===== src/rtl/fifo_pkg.sv =====
// Shared defaults and helpers for the MAC-side FIFO.
// Imported by the RAM primitive and the FIFO top.
package fifo_pkg;

  localparam int DEF_DATA_WIDTH   = 32;
  localparam int DEF_ADDR_WIDTH   = 5;
  localparam int DEF_AFULL_LEVEL  = 28;
  localparam int DEF_AEMPTY_LEVEL = 4;

  typedef logic [DEF_ADDR_WIDTH:0] ptr_t;

  function automatic int clog2(input int value);
    int r;
    r = 0;
    while ((1 << r) < value) r++;
    return r;
  endfunction

endpackage


===== src/rtl/sdpram_sync.sv =====
// Simple dual-port RAM: one write port, one registered read port.
// The read port only updates when re is high; contents are never reset.
module sdpram_sync
  import fifo_pkg::*;
#(
  parameter int DATA_WIDTH = DEF_DATA_WIDTH,
  parameter int ADDR_WIDTH = DEF_ADDR_WIDTH
) (
  input  logic                  Clk,
  input  logic                  we,
  input  logic [ADDR_WIDTH-1:0] waddr,
  input  logic [DATA_WIDTH-1:0] wdata,
  input  logic                  re,
  input  logic [ADDR_WIDTH-1:0] raddr,
  output logic [DATA_WIDTH-1:0] rdata
);

  logic [DATA_WIDTH-1:0] mem [0:(1<<ADDR_WIDTH)-1];

  always_ff @(posedge Clk) begin
    if (we) mem[waddr] <= wdata;
    if (re) rdata <= mem[raddr];
  end

endmodule


===== src/rtl/sync_fifo_ram.sv =====
// Single-clock FIFO on sdpram_sync with thresholds, error pulses
// and an optional first-word-fall-through output register.
module sync_fifo_ram
  import fifo_pkg::*;
#(
  parameter int DATA_WIDTH   = DEF_DATA_WIDTH,
  parameter int ADDR_WIDTH   = DEF_ADDR_WIDTH,
  parameter int AFULL_LEVEL  = DEF_AFULL_LEVEL,
  parameter int AEMPTY_LEVEL = DEF_AEMPTY_LEVEL,
  parameter bit FWFT         = 1'b0
) (
  input  logic                  Clk,
  input  logic                  Reset,
  input  logic                  clear,
  input  logic                  wr_en,
  input  logic [DATA_WIDTH-1:0] wr_data,
  input  logic                  rd_en,
  output logic [DATA_WIDTH-1:0] rd_data,
  output logic                  rd_valid,
  output logic                  full,
  output logic                  empty,
  output logic                  afull,
  output logic                  aempty,
  output logic [ADDR_WIDTH:0]   count,
  output logic                  overflow,
  output logic                  underflow
);

  localparam int AW = ADDR_WIDTH;
  localparam logic [AW:0] DEPTH_C  = (AW+1)'(1 << AW);
  localparam logic [AW:0] AFULL_C  = (AW+1)'(AFULL_LEVEL);
  localparam logic [AW:0] AEMPTY_C = (AW+1)'(AEMPTY_LEVEL);
  localparam logic [AW:0] ZERO     = '0;
  localparam logic [AW:0] ONE      = (AW+1)'(1);

  logic [AW:0]           wptr, rptr;
  logic [AW:0]           wptr_nxt, rptr_nxt, count_nxt;
  logic                  wr_acc, rd_acc;
  logic                  ram_we, ram_re;
  logic [AW-1:0]         ram_waddr, ram_raddr;
  logic [DATA_WIDTH-1:0] ram_q;

  assign wr_acc    = wr_en && !full && !clear;
  assign rd_acc    = rd_en && !empty && !clear;
  assign count_nxt = count + {{AW{1'b0}}, wr_acc}
                           - {{AW{1'b0}}, rd_acc};
  assign wptr_nxt  = wptr + {{AW{1'b0}}, ram_we};
  assign ram_waddr = wptr[AW-1:0];

  sdpram_sync #(
    .DATA_WIDTH(DATA_WIDTH),
    .ADDR_WIDTH(AW)
  ) u_ram (
    .Clk  (Clk),
    .we   (ram_we),
    .waddr(ram_waddr),
    .wdata(wr_data),
    .re   (ram_re),
    .raddr(ram_raddr),
    .rdata(ram_q)
  );

  always_ff @(posedge Clk or posedge Reset) begin
    if (Reset) begin
      wptr      <= '0;
      rptr      <= '0;
      count     <= '0;
      full      <= 1'b0;
      empty     <= 1'b1;
      afull     <= 1'b0;
      aempty    <= 1'b1;
      overflow  <= 1'b0;
      underflow <= 1'b0;
    end else if (clear) begin
      wptr      <= '0;
      rptr      <= '0;
      count     <= '0;
      full      <= 1'b0;
      empty     <= 1'b1;
      afull     <= 1'b0;
      aempty    <= 1'b1;
      overflow  <= 1'b0;
      underflow <= 1'b0;
    end else begin
      wptr      <= wptr_nxt;
      rptr      <= rptr_nxt;
      count     <= count_nxt;
      full      <= count_nxt == DEPTH_C;
      empty     <= count_nxt == ZERO;
      afull     <= count_nxt >= AFULL_C;
      aempty    <= count_nxt <= AEMPTY_C;
      overflow  <= wr_en && full;
      underflow <= rd_en && empty;
    end
  end

  if (!FWFT) begin : g_std
    logic rd_pend;

    assign ram_we    = wr_acc;
    assign ram_re    = rd_acc;
    assign ram_raddr = rptr[AW-1:0];
    assign rptr_nxt  = rptr + {{AW{1'b0}}, rd_acc};

    always_ff @(posedge Clk or posedge Reset) begin
      if (Reset) begin
        rd_pend  <= 1'b0;
        rd_valid <= 1'b0;
        rd_data  <= '0;
      end else if (clear) begin
        rd_pend  <= 1'b0;
        rd_valid <= 1'b0;
      end else begin
        rd_pend  <= rd_acc;
        rd_valid <= rd_pend;
        if (rd_pend) rd_data <= ram_q;
      end
    end
  end else begin : g_fwft
    // RAM holds only the words behind the head; ram_q always
    // prefetches the oldest of them so a pop never bubbles.
    logic [AW:0]           ram_cnt;
    logic                  to_head, pop_ram, coll, byp_vld;
    logic [DATA_WIDTH-1:0] byp_data;

    assign ram_cnt   = wptr - rptr;
    assign to_head   = wr_acc && (count == ZERO ||
                                  (rd_acc && count == ONE));
    assign pop_ram   = rd_acc && ram_cnt != ZERO;
    assign ram_we    = wr_acc && !to_head;
    assign rptr_nxt  = rptr + {{AW{1'b0}}, pop_ram};
    assign ram_raddr = rptr_nxt[AW-1:0];
    assign coll      = ram_we && ram_waddr == ram_raddr;
    assign ram_re    = !coll;

    // A word landing in the slot being prefetched is caught here
    // instead of being read back stale from the RAM.
    always_ff @(posedge Clk or posedge Reset) begin
      if (Reset) begin
        byp_vld  <= 1'b0;
        byp_data <= '0;
        rd_valid <= 1'b0;
        rd_data  <= '0;
      end else if (clear) begin
        byp_vld  <= 1'b0;
        rd_valid <= 1'b0;
      end else begin
        byp_vld  <= coll;
        if (coll) byp_data <= wr_data;
        rd_valid <= count_nxt != ZERO;
        if (to_head) rd_data <= wr_data;
        else if (pop_ram) rd_data <= byp_vld ? byp_data : ram_q;
      end
    end
  end

  ap_no_rdw: assert property (@(posedge Clk) disable iff (Reset)
    !(ram_we && ram_re && ram_waddr == ram_raddr));

endmodule


===== config.mk =====
export PLATFORM = sky130hd
export DESIGN_NAME = sync_fifo_ram
export DESIGN_NICKNAME = d
export VERILOG_FILES = /design/src/rtl/fifo_pkg.sv /design/src/rtl/sdpram_sync.sv /design/src/rtl/sync_fifo_ram.sv
export SDC_FILE = /design/constraint.sdc
export NUM_CORES = 1
export LEC_CHECK = 0
export BUFFER_PORTS_ARGS = -buffer_cell sky130_fd_sc_hd__buf_4
export CAP_MARGIN = 10
export CORE_MARGIN = 5
export CORE_UTILIZATION = 45
export CTS_BUF_LIST = sky130_fd_sc_hd__clkbuf_2
export DETAILED_ROUTE_END_ITERATION = 16
export MAX_ROUTING_LAYER = met4
export PLACE_DENSITY = 0.67
export SYNTH_ARGS = -nofsm -noshare
export SYNTH_HDL_FRONTEND = slang
export SYNTH_SLANG_ARGS = --single-unit
export TNS_END_PERCENT = 30

===== constraint.sdc =====
create_clock -name Clk -period 10.38 [get_ports Clk]
set_clock_uncertainty 0.2 [all_clocks]
set_input_delay 0.519 -clock Clk [delete_from_list [all_inputs] [get_ports Clk]]
set_output_delay 0.519 -clock Clk [all_outputs]
set_load 0.03 [all_outputs]

# Word level (Yosys, flattened, before mapping)
# Memories as Yosys holds them, arrays and structs flattened. A register that Yosys moved wholly into a read port is not among the register bits.
# Index checks and enable logic that the tools add are counted.
[totals] ff_bits=58 ram_bits=1024 input_bits=37 out_inout_bits=45 elab_cells=45 mem_count=1
[classes] add_sub_neg=4 n_lt_le_gt_ge=2 eq_ne=1 n_mux=13 bitwise_logic=1 n_reduce_logical=11
[mem_list] memory="u_ram.mem" depth=32 word_bits=32 read_ports=1 rd_ports_with_merged_regs=1 write_ports=1 line="sdpram_sync.sv:18" text="logic [DATA_WIDTH-1:0] mem [0:(1<<ADDR_WIDTH)-1];"
[op_table] operator="6-bit by 1-bit adder with 6-bit output" n=3
[op_table] operator="6-bit two-way mux" n=3
[op_table] operator="1-bit two-way mux" n=10
[op_table] operator="6-bit equality test, second input constant" n=1
[op_table] operator="6-bit by 5-bit >= comparator with 1-bit output, second input constant" n=1
[op_table] operator="6-bit by 3-bit less-or-equal comparator with 1-bit output, second input constant" n=1
[op_table] operator="1-bit logical AND" n=6
[op_table] operator="6-bit zero test" n=1
[op_table] operator="6-bit by 1-bit subtractor with 6-bit output" n=1
[op_table] operator="1-bit zero test" n=3
[op_table] operator="2-bit AND reduction" n=1
[op_table] operator="1-bit inverter" n=1

# Depth between registers and ports, before layout
[logic_depth] depth_word=7 ltp_mapped=12 depth_no_buf=11

# Hierarchy
# From an unflattened synthesis, not the netlist that was laid out.
[hier_totals] hier_cells=2437 hier_area_um2=43165.1
[modules_own_cells] module="sdpram_sync" n_inst=1 cells_each=2260 area_each_um2=40805.4 seq_area_each_um2=31710.4
[modules_own_cells] module="sync_fifo_ram" n_inst=1 cells_each=177 area_each_um2=2359.8 seq_area_each_um2=1403.8

# Least setup slack after synthesis
# Ideal clock, no wire load.
[synth_path] kind="input port to flip-flop" from="input port clear" to="register afull" setup_time_ns=0.118 arrival_time_ns=4.983 t_required_ns=10.062 slack_ns=5.079 stages=9 n_path_buf=1 path_cell_list="clkbuf_1 -> nor3b_1 -> nand2_1 -> fa_1 -> a21o_1 -> a21oi_1 -> xor2_1 -> nor2_1 -> a21o_1"
[synth_via] word_cells_on_any_way=7 classes_between="add/sub (2); order compare (1); mux (1); reduce/logical (3)"
[synth_lines] element="start, declared" line="sync_fifo_ram.sv:14" text="input logic clear,"
[synth_lines] element="1-bit zero test" line="sync_fifo_ram.sv:44" text="assign rd_acc = rd_en && !empty && !clear;"
[synth_lines] element="1-bit logical AND" line="sync_fifo_ram.sv:44"
[synth_lines] element="net ram_re" line="sync_fifo_ram.sv:39" text="logic ram_we, ram_re;"
[synth_lines] element="6-bit by 1-bit subtractor with 6-bit output" line="sync_fifo_ram.sv:46" text="- {{AW{1'b0}}, rd_acc};"
[synth_lines] element="6-bit by 5-bit >= comparator with 1-bit output" line="sync_fifo_ram.sv:90" text="afull <= count_nxt >= AFULL_C;"
[synth_lines] element="1-bit two-way mux" line="sync_fifo_ram.sv:74" text="end else if (clear) begin"
[synth_lines] element="end signal, assigned" line="sync_fifo_ram.sv:70" text="afull <= 1'b0;"
[synth_lines] element="end signal, assigned" line="sync_fifo_ram.sv:80" text="afull <= 1'b0;"
[synth_lines] element="end signal, assigned" line="sync_fifo_ram.sv:90"
[synth_lines] element="end, declared" line="sync_fifo_ram.sv:22" text="output logic afull,"
# The timed path passes the listed nets, and every way through them passes these cells.
# A chain may end at the register's enable or synchronous reset.

# Worst setup path after layout
[layout_path] from="input port clear" to="memory u_ram.mem[15][17] (netlist bit), enable pin"
[layout_via] elab_chain_len=4
[layout_rtl] element="1-bit zero test" line="sync_fifo_ram.sv:43" text="assign wr_acc = wr_en && !full && !clear;"
[layout_rtl] element="1-bit logical AND" line="sync_fifo_ram.sv:43"
[layout_rtl] element="1-bit two-way mux" line="sdpram_sync.sv:21" text="if (we) mem[waddr] <= wdata;"
[layout_rtl] element="1-bit two-way mux (not written as such)" line="sdpram_sync.sv:21"
[layout_rtl] element="end, declared" line="sdpram_sync.sv:18"
# Every way passes these cells.

==> metrics.md <==
| Metric | Value |
|---|---|
| Switching Power | `2.35 mW` |
| Final worst slack | `5670 ps` |
| FF-to-FF path depth | `5` |
| Utilization after layout | `0.513` |
| DIE HEIGHT | `approximately 320 um` |
| Clock group share of total power | `0.312` |
| Vias in the first global route | `21,200` |
| Yosys top cell area share | `0.751` |
| Chip width | `between 300 and 400 um` |
| Post-synth EDFFs | `1,056` |
| GR Overflow Total | `0` |
| Sequential fraction of the synthesis area | `0.784` |
| Clk Latency, worst-skew pair | `between 1500 and 2000 ps` |
| Core area | `93,200 um2` |
| Max Slew Vio Count | `0` |
| Max_cap viols | `0` |
| Startpoint Class | `input pin` |
| Drc violations | `0` |
| Cells after DPL | `2,997` |
| Finish-stage setup viols | `0` |
| YS warnings | `0` |
| CTS clk-pin slew, worst paths | `90 ps` |
| First-pass GRT wire length | `roughly 140,000 um` |
| Clk sinks | `1,112` |
| Measured slew at the worst slew-check pin | `1180 ps` |
| R2r setup slk | `5930 ps` |
| PostCTS Resize Cnt | `0` |
| DP HPWL | `approximately 50,000 um` |
| Syn Nets | `1,751` |
| Die area | `100,000 um2` |
| Wire per inst | `between 20 and 30 um` |
| Synth top area cells | `edfxtp_1, mux4_2, dfrtp_1, mux2_2, clkbuf_1` |
| Area taken by flip-flops and latches | `33,100 um2` |
| Port Buf Inserts | `81` |
| Critical Path Start | `clear` |
| Max Fclk | `212 MHz` |
| Post-layout min period | `approximately 4700 ps` |
| Register share of total power | `0.565` |
| Detail Route Antenna Nets | `0` |
| PD cells | `189 nW/um2` |
| CP required | `11,120 ps` |
| Crit path arrival time | `approximately 5500 ps` |
| Max clock buf depth | `4` |
| Filler cells | `between 7,000 and 8,000` |
| Worst Hold Class | `reg2reg` |
| Status | `complete, no violations` |
| Worst flop-to-flop path endpoint | `u_ram.rdata[15]` |
| Starting density of the core | `0.453` |
| Reg-to-Reg Start | `rptr[0]` |
| Crit Path Class | `in2reg` |
| CTS tree | `done` |
| Drt first-iter violations | `2,230` |
| Global-route usage over all layers | `0.205` |
| Maximum vdd drop | `102 uV` |
| Share of total power in combinational logic | `0.123` |
| Average size of a mapped cell | `24.8 um2` |
| Layout cells sized above 1 | `0.428` |
| Yosys top cell by area | `edfxtp_1` |
| Hold Violations, Final | `0` |
| Int Pwr | `6.71 mW` |
| Post-CTS setup buffer count | `0` |
| DR vias | `20,100` |
| Via density | `5.64` |
| Number of synthesized register bits | `1,112` |
| Setup TNS Final | `0 ps` |
| Worst setup EP type | `flip-flop` |
| Total CTS buffers | `295` |
| Top cells by count, synth | `edfxtp_1, mux4_2, mux2_2` |
| GP Congestion | `0.734` |
| Clock Tree Root | `clkbuf_2` |
| Final WL | `98,300 um` |
| Worst Setup EP | `u_ram.mem[15][17]` |
| Initial antenna violation count | `6` |
| Main flop type after synthesis | `edfxtp_1` |
| Largest net degree at the start of global routing | `between 150 and 200` |
| Cell Area, Synth | `42,200 um2` |
| Dpl cell area | `44,600 um2` |
| Cell variety after synth | `34` |
| Count leader, synth | `edfxtp_1` |
| Asr flop ratio synth | `0.0504` |
| Htree depth | `5` |
| Drt pass-1 iters | `6` |
| Io pins | `82` |
| Fin area | `47,800 um2` |
| Sw Ratio | `0.259` |
| Multi-input logic area | `~8900 um2` |
| Leakage | `15.3 nW` |
| Period utilization | `0.454` |
| Slew headroom | `0.216` |
| Unrepaired setup endpoints after global routing | `no` |
| Post-Layout Cell Count | `3,567` |
| Final #Nets | `2,164` |
| Post-Place Setup Slack | `~6000 ps` |
| Layout area overhead | `13.2%` |
| Cell count after synthesis | `between 1,500 and 2,000` |
| CP Max Fanout | `20` |
| Row Count | `about 110` |
cell families after synthesis:
family | Yosys count | share of synthesized area
flip-flops | 1112 | 0.784
AO/OA/AOI/OAI | 11 | 0.00160
adder cells (fa/ha/maj) | 10 | 0.00314
multiplexers | 384 | 0.188
buffers and inverters | 93 | 0.0113
AND/OR/NAND/NOR | 84 | 0.00972
XOR/XNOR | 10 | 0.00207
flip-flops by register name, summed over array words and instances (netlist names):
name / cells
rptr: 5
rd_valid: 1
afull: 1
u_ram.rdata: 32
empty: 1
wptr: 5
underflow: 1
g_std.rd_pend: 1
u_ram.mem: 1024
aempty: 1
rd_data: 32
full: 1
overflow: 1
count: 6
how the worst min path moves through the flow:
stage	startpoint	endpoint	slack [ps]	depth (start not counted)
after floorplan	u_ram.rdata[11]	rd_data[11]	250	1
after global placement	u_ram.rdata[28]	rd_data[28]	260	1
after detailed placement	u_ram.rdata[7]	rd_data[7]	270	1
after CTS	rd_en	u_ram.rdata[1]	90	4
after global routing	rd_en	u_ram.rdata[0]	170	4
final	u_ram.rdata[18]	rd_data[18]	280	1
layout by cell type (no fill, tap or decap), drive strengths merged, types with 11 or more instances in the layout:
| cell | instances |
|---|---|
| mux4 | 320 |
| nor2 | 43 |
| clkbuf | 420 |
| buf | 125 |
| dfrtp | 54 |
| inv | 11 |
| clkinv | 60 |
| dlygate4sd3 | 77 |
| mux2 | 64 |
| edfxtp | 1056 |
metrics by stage:
step	total power, mW	hold WS (ps)
floorplan	5.96	254
global placement	6.30	259
detailed placement	6.32	269
CTS	9.17	91.1
global route	9.49	171
finish	9.05	282
repair_timing:
action,in CTS,in global routing
hold buffers,77,0
endpoints found under the setup margin,0,0
endpoints found under the hold margin,1168,0
critical path: stages:
cell           delay [ps]
dlygate4sd3_1         520
dlygate4sd3_1         560
buf_4                 160
dlygate4sd3_1         840
inv_1                 340
nand3b_1              280
inv_1                 190
nand3_1               640
nor2_4                810
buf_4                 550
routing by layer:
metal  vias up  track usage  wire, um
met5         -            -         0
li1       8332            -         -
met4         0       0.0588      1520
met1     10700        0.272     38900
met3       127       0.0488      8650
met2       974        0.322     49300
layout make-up:
| cell class | count | area share |
|---|---|---|
| Clock inverter | 68 | 0.00720 |
| Sequential cell | 1112 | 0.693 |
| Inverter | 7 | 0.000576 |
| Antenna cell | 5 | 0.000262 |
| Tap cell | 1254 | 0.0328 |
| Multi-Input combinational cell | 499 | 0.186 |
| Timing Repair Buffer | 202 | 0.0363 |
| Clock buffer | 420 | 0.0440 |
power groups by stage:
stage	registers, mW	clock network [mW]	logic [mW]
CTS	5.12	2.91	1.13
finish	5.12	2.82	1.11
global route	5.14	3.17	1.19
detailed placement	5.22	0	1.10
floorplan	5.35	0	0.613
global placement	5.22	0	1.08
No activity file was read; power rests on OpenSTA's default activity.
